$ cat src/rtl/zx81_tape_player.sv
// zx81_tape_player: replays a .p/.o image from tape RAM as a ZX81/ZX80 cassette pulse waveform
module zx81_tape_player #(
    parameter int PULSE_T  = 488,
    parameter int GAP_T    = 4225,
    parameter int LEADER_T = 3250000,
    parameter bit NAME_EN  = 1'b1
) (
    input  logic        clk_sys,
    input  logic        reset,
    input  logic        ce,
    input  logic        start,
    input  logic        stop,
    input  logic        zx80,
    input  logic [13:0] last_addr,
    output logic [13:0] rd_addr,
    input  logic [7:0]  rd_data,
    output logic        tape_out,
    output logic        busy,
    output logic        done
);
    typedef enum logic [2:0] {IDLE, LEADER, FETCH, LATCH, BITSTART, PHI, PLO, GAP} state_t;
    localparam logic [21:0] PT = 22'(PULSE_T);
    localparam logic [21:0] GT = 22'(GAP_T);
    localparam logic [21:0] LT = 22'(LEADER_T);
    state_t state, state_n;
    logic [21:0] tmr, tmr_n;
    logic [3:0] pcnt, pcnt_n;
    logic [2:0] bitn, bitn_n;
    logic [7:0] sreg, sreg_n;
    logic [13:0] rd_addr_n;
    logic tape_n, done_n, in_name, in_name_n, timed, expired;
    assign timed = state inside {LEADER, PHI, PLO, GAP};
    assign expired = ce && tmr == 22'd1;
    assign busy = state != IDLE;
    always_comb begin
        state_n = state;
        tmr_n = (ce && timed) ? tmr - 22'd1 : tmr;
        pcnt_n = pcnt;
        bitn_n = bitn;
        sreg_n = sreg;
        rd_addr_n = rd_addr;
        tape_n = tape_out;
        in_name_n = in_name;
        done_n = 1'b0;
        case (state)
            LEADER: if (expired) begin
                if (NAME_EN && !zx80) begin
                    sreg_n = 8'h80;
                    bitn_n = 3'd7;
                    in_name_n = 1'b1;
                    state_n = BITSTART;
                end else state_n = FETCH;
            end
            FETCH: state_n = LATCH;
            LATCH: begin
                sreg_n = rd_data;
                bitn_n = 3'd7;
                state_n = BITSTART;
            end
            BITSTART: begin
                pcnt_n = sreg[bitn] ? 4'd9 : 4'd4;
                tmr_n = PT;
                tape_n = 1'b1;
                state_n = PHI;
            end
            PHI: if (expired) begin
                tape_n = 1'b0;
                tmr_n = PT;
                state_n = PLO;
            end
            PLO: if (expired) begin
                pcnt_n = pcnt - 4'd1;
                tape_n = pcnt != 4'd1;
                tmr_n = (pcnt != 4'd1) ? PT : GT;
                state_n = (pcnt != 4'd1) ? PHI : GAP;
            end
            GAP: if (expired) begin
                if (bitn != 3'd0) begin
                    bitn_n = bitn - 3'd1;
                    state_n = BITSTART;
                end else if (in_name) begin
                    in_name_n = 1'b0;
                    rd_addr_n = '0;
                    state_n = FETCH;
                end else if (rd_addr == last_addr) begin
                    done_n = 1'b1;
                    state_n = IDLE;
                end else begin
                    rd_addr_n = rd_addr + 14'd1;
                    state_n = FETCH;
                end
            end
            default: ;
        endcase
        // stop is applied last so it wins over a simultaneous start
        if (start) begin
            state_n = LEADER;
            rd_addr_n = '0;
            tmr_n = LT;
            tape_n = 1'b0;
            in_name_n = 1'b0;
            done_n = 1'b0;
        end
        if (stop) begin
            state_n = IDLE;
            tape_n = 1'b0;
            in_name_n = 1'b0;
            done_n = 1'b0;
        end
    end
    always_ff @(posedge clk_sys) begin
        if (reset) begin
            state <= IDLE;
            tmr <= '0;
            pcnt <= '0;
            bitn <= '0;
            sreg <= '0;
            rd_addr <= '0;
            tape_out <= 1'b0;
            in_name <= 1'b0;
            done <= 1'b0;
        end else begin
            state <= state_n;
            tmr <= tmr_n;
            pcnt <= pcnt_n;
            bitn <= bitn_n;
            sreg <= sreg_n;
            rd_addr <= rd_addr_n;
            tape_out <= tape_n;
            in_name <= in_name_n;
            done <= done_n;
        end
    end
endmodule

$ cat config.mk
export PLATFORM = sky130hd
export DESIGN_NAME = zx81_tape_player
export DESIGN_NICKNAME = d
export VERILOG_FILES = /design/src/rtl/zx81_tape_player.sv
export SDC_FILE = /design/constraint.sdc
export NUM_CORES = 1
export LEC_CHECK = 0
export ABC_AREA = 1
export BUFFER_PORTS_ARGS = -buffer_cell sky130_fd_sc_hd__buf_4
export CORE_MARGIN = 10
export CORE_UTILIZATION = 40
export DETAILED_ROUTE_END_ITERATION = 10
export PLACE_DENSITY = 0.64
export SLEW_MARGIN = 40
export SYNTH_ARGS = -nofsm -noshare
export SYNTH_HDL_FRONTEND = slang
export SYNTH_SLANG_ARGS = --single-unit
$ cat constraint.sdc
create_clock -name clk_sys -period 2.05 [get_ports clk_sys]
set_input_delay 0.1025 -clock clk_sys [delete_from_list [all_inputs] [get_ports clk_sys]]
set_output_delay 0.1025 -clock clk_sys [all_outputs]
set_load 0.01 [all_outputs]
# Word-level counts from Yosys, hierarchy flattened
# Cells that the tools add are included.
# totals
input_bits	28
elab_cells	106
output_inout_bits	17
register_bits	57
# op_classes
n_addsub	4
reduce_logical	24
n_lt_le_gt_ge	1
bitwise	3
n_mux	41
n_eq_ne	22
# op_table
op	n
22-bit 2-to-1 mux	4
22-bit case mux with 3 select lines	1
3-bit 2-to-1 mux	10
14-bit 2-to-1 mux	2
22-bit by 1-bit == test with 1-bit output, second input constant	1
22-bit by 1-bit subtractor with 22-bit output, second input constant	1
3-bit case mux with 7 select lines	1
5-bit AND reduction	4
8-bit 2-to-1 mux	2
8-bit case mux with 2 select lines	1
14-bit by 1-bit adder with 14-bit output, second input constant	1
14-bit == test	1
2-bit != test, second input constant	7
13-bit 2-to-1 mux	1
3-bit == test, second input constant	4
3-bit != test, second input constant	4
3-bit nonzero test	4
1-bit 2-to-1 mux	9
3-bit case mux with 3 select lines	1
4-bit 2-to-1 mux	2
4-bit case mux with 2 select lines	1
8-bit nonzero test	1
7-bit nonzero test	1
7-bit OR reduction	1
20 further kinds	30

# Logic depth before layout (Yosys ltp)
# Gate-level depths: netlist of run 1.
# depth
ltp_word	7
depth_mapped	13
ltp_nobuf	13

# Least setup slack after synthesis of run 1
# OpenSTA, ideal clock, no wires.
# synth_timing
path_type	reg2reg
from	register bitn[0]
to	register rd_addr[6]
setup_time_ns	0.132
t_required_ns	1.918
t_arrival_ns	1.552
path_buffers	1
path_stages_with_launch	11
slack_ns	0.366
period_less_slack_ns	1.684
cell_sequence	dfxtp_1 > inv_1 > ha_1 > inv_1 > nor2_1 > inv_1 > a21oi_2 > nand2_1 > buf_4 > nand2_1 > a21oi_1
# synth_between
elab_chain_cells	3
# synth_lines
item	line	source
start: declaration	28	logic [2:0] bitn, bitn_n;
start signal: assignment	126	bitn <= bitn_n;
3-bit nonzero test	78	if (bitn != 3'd0) begin
1-bit inverter (no source line)	--	
4-bit AND reduction (no source line)	--	
end signal: assignment	128	rd_addr <= rd_addr_n;
end: declaration	15	output logic [13:0] rd_addr,
# Every way passes these cells.
# A chain may end at the register's enable or synchronous reset.

# Worst setup path after layout of run 1
# layout_timing
from	register state[1]
to	register rd_addr[2]
# layout_between
elab_chain_cells	2
# layout_lines
item	line	source
start: declaration	25	state_t state, state_n;
start signal: assignment	123	state <= state_n;
3-bit == test	45	case (state)
4-bit AND reduction (no source line)	--	
# Every way passes these cells.

==> results.json, run 1 <==
{
  "cts_tree": "done",
  "portBuffers": 44,
  "dpl.hpwl_um": 8020,
  "drv_slew": 0,
  "skew_ps": 8.63,
  "drt_iter0_markers": 199,
  "slowest_stage": "dfxtp_1",
  "cts-root-buf": "clkbuf_8",
  "async_flop_share": 0,
  "netlist_instances": 611,
  "vias": 3934,
  "mappedNetlistNets": 646,
  "clockBufferDepth": 2,
  "final_common_cell": "nand2_1",
  "status": "finished, final reports clean",
  "vias_per_cell": 4.94,
  "max_stage_delay_ps": 510,
  "hold_class": "primary input to flip-flop",
  "detail-route-antenna-nets": 0,
  "p_int_uw": 1910,
  "mostFrequentLayoutCells": "nand2_1, nor2_1, inv_1",
  "p_per_area_nw_per_um2": 580,
  "initial_utilization": 0.411,
  "ys_ff_latch": 57,
  "path_clk_slew_ps": 70,
  "nets": 698,
  "clkLatencyLatePin_ps": 340,
  "cp.arrival_ps": 2070,
  "critPathBufInv": 1,
  "drive_above_1_share": 0.165,
  "ys_types": 37,
  "postRouteWirelength_um": 10400,
  "path_cells": "nand2_2, nor2_4, inv_2, nor2_2, nand2_1, nand2_1, a21oi_1",
  "critPathRequiredTime_ps": 2280,
  "n_fill_cell": 985,
  "setup_viol": 0,
  "grt_util_met1": 0.193,
  "critPathMostFrequentCell": "nand2_1",
  "r2r_setup_slack_ps": 200,
  "syn_to_final_growth_pct": 18.2,
  "placed_cell_area_um2": 4280,
  "leakage_uw": 0.00197,
  "cp_top_family": "simple AND/OR/NAND/NOR gates",
  "critPathCaptureType": "flip-flop",
  "postLayoutCoreUtil": 0.486,
  "grt-ovfl-total": 0,
  "synth_area_um2": 3820,
  "globalRouteMet2Util": 0.247,
  "comb_power_share": 0.123,
  "core_area_um2": 9280,
  "cap_violations": 0,
  "use_met3": 0.0374,
  "gr-usage-all-layers": 0.152,
  "start_kind": "flip-flop",
  "tns_ps": 0,
  "p_total_uw": 2620,
  "tightest_slew_ps": 478,
  "p_sw_frac": 0.269,
  "grt_max_degree": 24,
  "seqPwrFrac": 0.443,
  "io_pins": 45,
  "p_switching_uw": 704,
  "clockPowerShare": 0.434,
  "synth-edff-count": 0,
  "top_usage_layer": "met2",
  "fin_crit_sh": 0.900,
  "final-hold-violation-count": 0,
  "die_h_um": 118,
  "num_rows": 35,
  "drtPass1Iterations": 4,
  "period_needed_ps": 1850,
  "wl_per_cell_um": 13.0,
  "yosysSeqAreaShare": 0.299,
  "placedCellCount": 780,
  "first_global_vias": 3886,
  "max_freq_mhz": 542,
  "finish.instance_area_um2": 4510,
  "drc_errors": 0,
  "syn_area_per_cell_um2": 6.25,
  "cts_resized": 0,
  "path_max_fanout": 11,
  "h-tree-depth": 3,
  "gp_congestion": 0.953,
  "cts_buffers": 9,
  "grt_pass1_wl_um": 18000,
  "dieArea_um2": 13800,
  "relSlewSlack": 0.680,
  "ys_warn_count": 0,
  "antenna_cells": 0,
  "critPathKind": "flip-flop to flip-flop",
  "antenna_found_initial": 0,
  "cts_sinks": 57,
  "synth_ff_type": "dfxtp_1",
  "rsz0062_at_grt": "no",
  "final_cells": 797,
  "die_w_um": 118,
  "peakVddDrop_mv": 0.368
}
sequential cells by signal, summed over array words and instances (netlist names):
signal / cells
in_name: 1
rd_addr: 14
tmr: 22
tape_out: 1
sreg: 8
state: 3
bitn: 3
done: 1
pcnt: 4
per-layer routing:
| layer | vias up | wire [um] |
|---|---|---|
| li1 | 2036 | - |
| met1 | 1787 | 4890 |
| met2 | 97 | 4870 |
| met3 | 14 | 537 |
| met4 | 0 | 87 |
| met5 | - | 0 |
path summary, 6_finish.rpt:
check                           startpoint         end  depth (start not counted)
worst min-delay path            rd_data[2]     sreg[2]                          3
worst max register to register    state[1]  rd_addr[2]                          7
worst min register to register     sreg[2]     sreg[2]                          2
worst max-delay path              state[1]  rd_addr[2]                          7
cell usage after synthesis, types with 2 or more instances:
master    number  area (um2)
nand3b_1       3        22.5
or2_2          2        12.5
buf_6          3        33.8
buf_4          5        37.5
o21ai_0       18        90.1
a21o_1         2        15.0
a21oi_1       52         260
nor2_4         6        67.6
xor2_1        14         123
nor3_1         8        40.0
nand2_2       10        62.6
nand3_1       33         165
dfxtp_1       57        1140
ha_1           7        87.6
nor2_1       107         402
nor2_2        12        75.1
nand2_1      159         597
o211ai_1       2        15.0
inv_2          4        15.0
xnor2_1        7        61.3
inv_1         64         240
a21oi_2        2        17.5
o21ai_1        2        10.0
nand4_1       15        93.8
clkbuf_1       4        15.0
a211oi_1       2        15.0
tightest hold or removal path: cells and delay by family:
family	cells	cell delay (ps)
compound gates	1	60
buf+inv	1	100
simple gates	1	50
timing repair:
action                                 4_1_cts  5_1_grt
buffers inserted                             0        0
endpoints found under the hold margin        0        1
hold buffers                                 0        1
cells by family after synthesis:
| group | synth area share |
|---|---|
| AOI/OAI and AO/OA | 0.115 |
| adders and majority gates | 0.0229 |
| xor gates and xnor gates | 0.0482 |
| DFF | 0.299 |
| buffers and inverters | 0.0918 |
| and+or+nand+nor | 0.423 |
final cells by class:
| type | instances | area, um2 | area share |
|---|---|---|---|
| Clock inverter | 4 | 50.0 | 0.0111 |
| Inverter | 69 | 259 | 0.0574 |
| Clock buffer | 12 | 165 | 0.0366 |
| Timing Repair Buffer | 54 | 408 | 0.0905 |
| Tap cell | 129 | 161 | 0.0358 |
| Sequential cell | 57 | 1140 | 0.253 |
| Multi-Input combinational cell | 472 | 2320 | 0.516 |
power by group through the flow:
stage / logic [uW] / clock network [uW] / registers, uW
after global placement: 314 / 0 / 1180
final: 321 / 1140 / 1160
after floorplan: 212 / 0 / 1170
after CTS: 319 / 1160 / 1160
after detailed placement: 317 / 0 / 1180
after global routing: 363 / 1210 / 1160
through the flow:
step | worst slack, ps | hold slack (ps)
2_1_floorplan | 366 | 252
3_3_place_gp | 293 | 370
3_5_place_dp | 253 | 371
4_1_cts | 216 | 4.65
5_1_grt | 13.5 | 19.4
6_report | 204 | 22.3
Note: power is estimated with default switching activity, not from simulation.
==> inputs of run 2 (changes only) <==
--- a/config.mk
+++ b/config.mk
@@ -5,12 +5,11 @@
 export SDC_FILE = /design/constraint.sdc
 export NUM_CORES = 1
 export LEC_CHECK = 0
-export ABC_AREA = 1
 export BUFFER_PORTS_ARGS = -buffer_cell sky130_fd_sc_hd__buf_4
 export CORE_MARGIN = 10
 export CORE_UTILIZATION = 40
 export DETAILED_ROUTE_END_ITERATION = 10
-export PLACE_DENSITY = 0.64
+export PLACE_DENSITY = 0.65
 export SLEW_MARGIN = 40
 export SYNTH_ARGS = -nofsm -noshare
 export SYNTH_HDL_FRONTEND = slang
==> constraint.sdc (replaced) <==
create_clock -name clk_sys -period 2.05 [get_ports clk_sys]
set_input_delay 0.205 -clock clk_sys [delete_from_list [all_inputs] [get_ports clk_sys]]
set_output_delay 0.205 -clock clk_sys [all_outputs]
set_load 0.01 [all_outputs]
==> results.json, run 2 <==
{
  "r2r_setup_slack_ps": 130,
  "ys_ff_latch": 57,
  "grt_max_degree": 32,
  "status": "finished, final reports clean",
  "postRouteWirelength_um": 8910,
  "wl_met3_um": 350,
  "critPathKind": "flip-flop to flip-flop",
  "ys_top_cells_by_area": "dfxtp_1, xnor2_1, a21oi_1",
  "antenna_found_initial": 0,
  "dr_wl_met2_um": 4230,
  "gr-usage-all-layers": 0.144,
  "met1Wirelength_um": 4170,
  "syn_area_per_cell_um2": 8.57,
  "relSlewSlack": 0.741,
  "wl_per_cell_um": 15.8,
  "critPathRequiredTime_ps": 2330,
  "top_layer": "met4",
  "drtPass1Iterations": 4,
  "synthTopCellsByCount": "dfxtp_1, nor2_1, xnor2_1, a21oi_1, nand2_1",
  "syn_to_final_growth_pct": 27.6,
  "hold_start": "stop",
  "hold_class": "primary input to flip-flop",
  "netlist_instances": 383,
  "start_kind": "flip-flop",
  "dieArea_um2": 12200,
  "cts-root-buf": "clkbuf_8",
  "drt_iter0_markers": 154,
  "grt-ovfl-total": 0,
  "largest_reg_flops": 22,
  "portBuffers": 44,
  "cts_sinks": 57,
  "vias": 3167,
  "path_max_fanout": 22,
  "yosysSeqAreaShare": 0.348,
  "finish.instance_area_um2": 4190,
  "yosys.area.top_type": "dfxtp_1",
  "setup_viol": 0,
  "worstHoldEndpoint": "state[0]",
  "cp.arrival_ps": 2200,
  "final-hold-violation-count": 0,
  "r2r_end": "rd_addr[5]",
  "mappedNetlistNets": 418,
  "initial_utilization": 0.418,
  "detail-route-antenna-nets": 0,
  "reg2reg_depth": 5,
  "path_cells": "nor4_4, and4_4, nand2_4, or4_1, a21oi_1",
  "fin_crit_sh": 0.938,
  "drc_errors": 0,
  "core_area_um2": 7850,
  "p_per_area_nw_per_um2": 599,
  "die_w_um": 111,
  "period_needed_ps": 1920,
  "min_path_cells": 2,
  "ys_warn_count": 0,
  "reg.largest.list": "tmr (22), rd_addr (14), sreg (8)",
  "synth_area_um2": 3280,
  "gp_congestion": 0.858,
  "critPathCaptureType": "flip-flop",
  "grt_pass1_wl_um": 15000,
  "top_register": "tmr",
  "finalHoldWorstSlack_ps": 45.6,
  "clockBufferDepth": 2,
  "dpl.hpwl_um": 6770,
  "clkLatencyLatePin_ps": 350,
  "synth_top_area_share": 0.348,
  "antenna_cells": 0,
  "tightest_slew_ps": 388,
  "die_h_um": 111,
  "synth_ff_type": "dfxtp_1",
  "reg2reg_from": "tmr[8]",
  "h-tree-depth": 3,
  "peakVddDrop_mv": 0.392,
  "placed_cell_area_um2": 3950,
  "cap_violations": 0,
  "slowest_stage": "or4_1",
  "leakage_uw": 0.00148,
  "io_pins": 45,
  "final_common_cell": "buf_4",
  "nets": 493,
  "num_rows": 32,
  "ys_types": 55,
  "hold_buffers": 0,
  "skew_ps": 9.14,
  "synth-edff-count": 0,
  "max_stage_delay_ps": 520,
  "rsz0062_at_grt": "yes",
  "drv_slew": 0,
  "cts_buffers": 9,
  "path_clk_slew_ps": 70,
  "mostFrequentLayoutCells": "buf_4, dfxtp_1, nor2_1",
  "drive_above_1_share": 0.257,
  "yosysMostFrequentCell": "dfxtp_1",
  "cts_tree": "done",
  "max_freq_mhz": 520,
  "async_flop_share": 0,
  "first_global_vias": 3068,
  "vias_per_cell": 5.61
}
-- run 2: changes by cell type after synthesis, moves of 9 or more --
cell     previous run  this run
xor2_1             14         4
nand3_1            33        14
xnor2_1             7        30
nor2_1            107        33
nor2_2             12         1
o31ai_1             0        13
a21oi_1            52        25
nand2_2            10         0
inv_1              64        14
nand2_1           159        19
nor4_1              1        10
or4_1               0        14
-- run 2: layout make-up --
type	instances	area, um2
tap	102	128
clock buffer	12	165
fill	741	3660
inverter	14	52.6
timing repair buffer	83	636
sequential	57	1140
multi-input combinational	293	2020
clock inverter	4	50.0
-- run 2: logic make-up (layout without fill, tap and decap cells) --
family / count (synthesis) / count (layout) / share of synthesized area
mux: 5 / 5 / 0.0236
buf+inv: 33 / 113 / 0.0442
fa+ha+maj: 7 / 7 / 0.0267
simple gates: 157 / 157 / 0.282
flops: 57 / 57 / 0.348
xor+xnor: 34 / 34 / 0.0907
compound gates: 90 / 90 / 0.185
-- run 2: worst max-delay path by stage --
stage	end	from	slack, ps
final	rd_addr[5]	tmr[8]	130
after global routing	rd_addr[5]	tmr[4]	-6
after CTS	rd_addr[5]	tmr[16]	5
after detailed placement	rd_addr[5]	tmr[8]	20
after global placement	rd_addr[6]	tmr[8]	60
after floorplan	rd_addr[1]	rd_addr[2]	110
-- run 2: what timing repair did --
| action | 4_1_cts | 5_1_grt |
|---|---|---|
| pin swaps | 0 | 3 |
| endpoints found under the setup margin | 3 | 29 |
| buffers inserted | 0 | 2 |
| resized for setup | 1 | 4 |
-- run 2: per-layer routing --
layer / global-route usage / up-vias
li1: - / 1585
met1: 0.183 / 1503
met2: 0.228 / 67
met3: 0.0313 / 12
met4: 0.0587 / 0
met5: 0 / -
-- run 2: critical path, delay by kind of cell, from the launching register on --
family             cells  cell delay, ps
DFF                    1             350
AOI/OAI and AO/OA      1             160
and+or+nand+nor        4            1330
-- run 2: through the flow --
step	TNS, ps	total power [uW]	cells	utilization	setup slack (ps)
3_3_place_gp	0	1400	547	0.503	59.3
5_1_grt	-6.25	2610	565	0.534	-6.07
4_1_cts	0	2530	563	0.531	5.47
6_report	0	2510	565	0.534	127
3_5_place_dp	0	1400	547	0.503	15.6
2_1_floorplan	0	1300	383	-	111
-- run 2: report_power, final --
group,leakage (uW),switching [uW],internal [uW]
sequential,0.000463,24.3,1130
clock,0.000105,472,658
combinational,0.000914,110,118
total,0.00148,606,1900
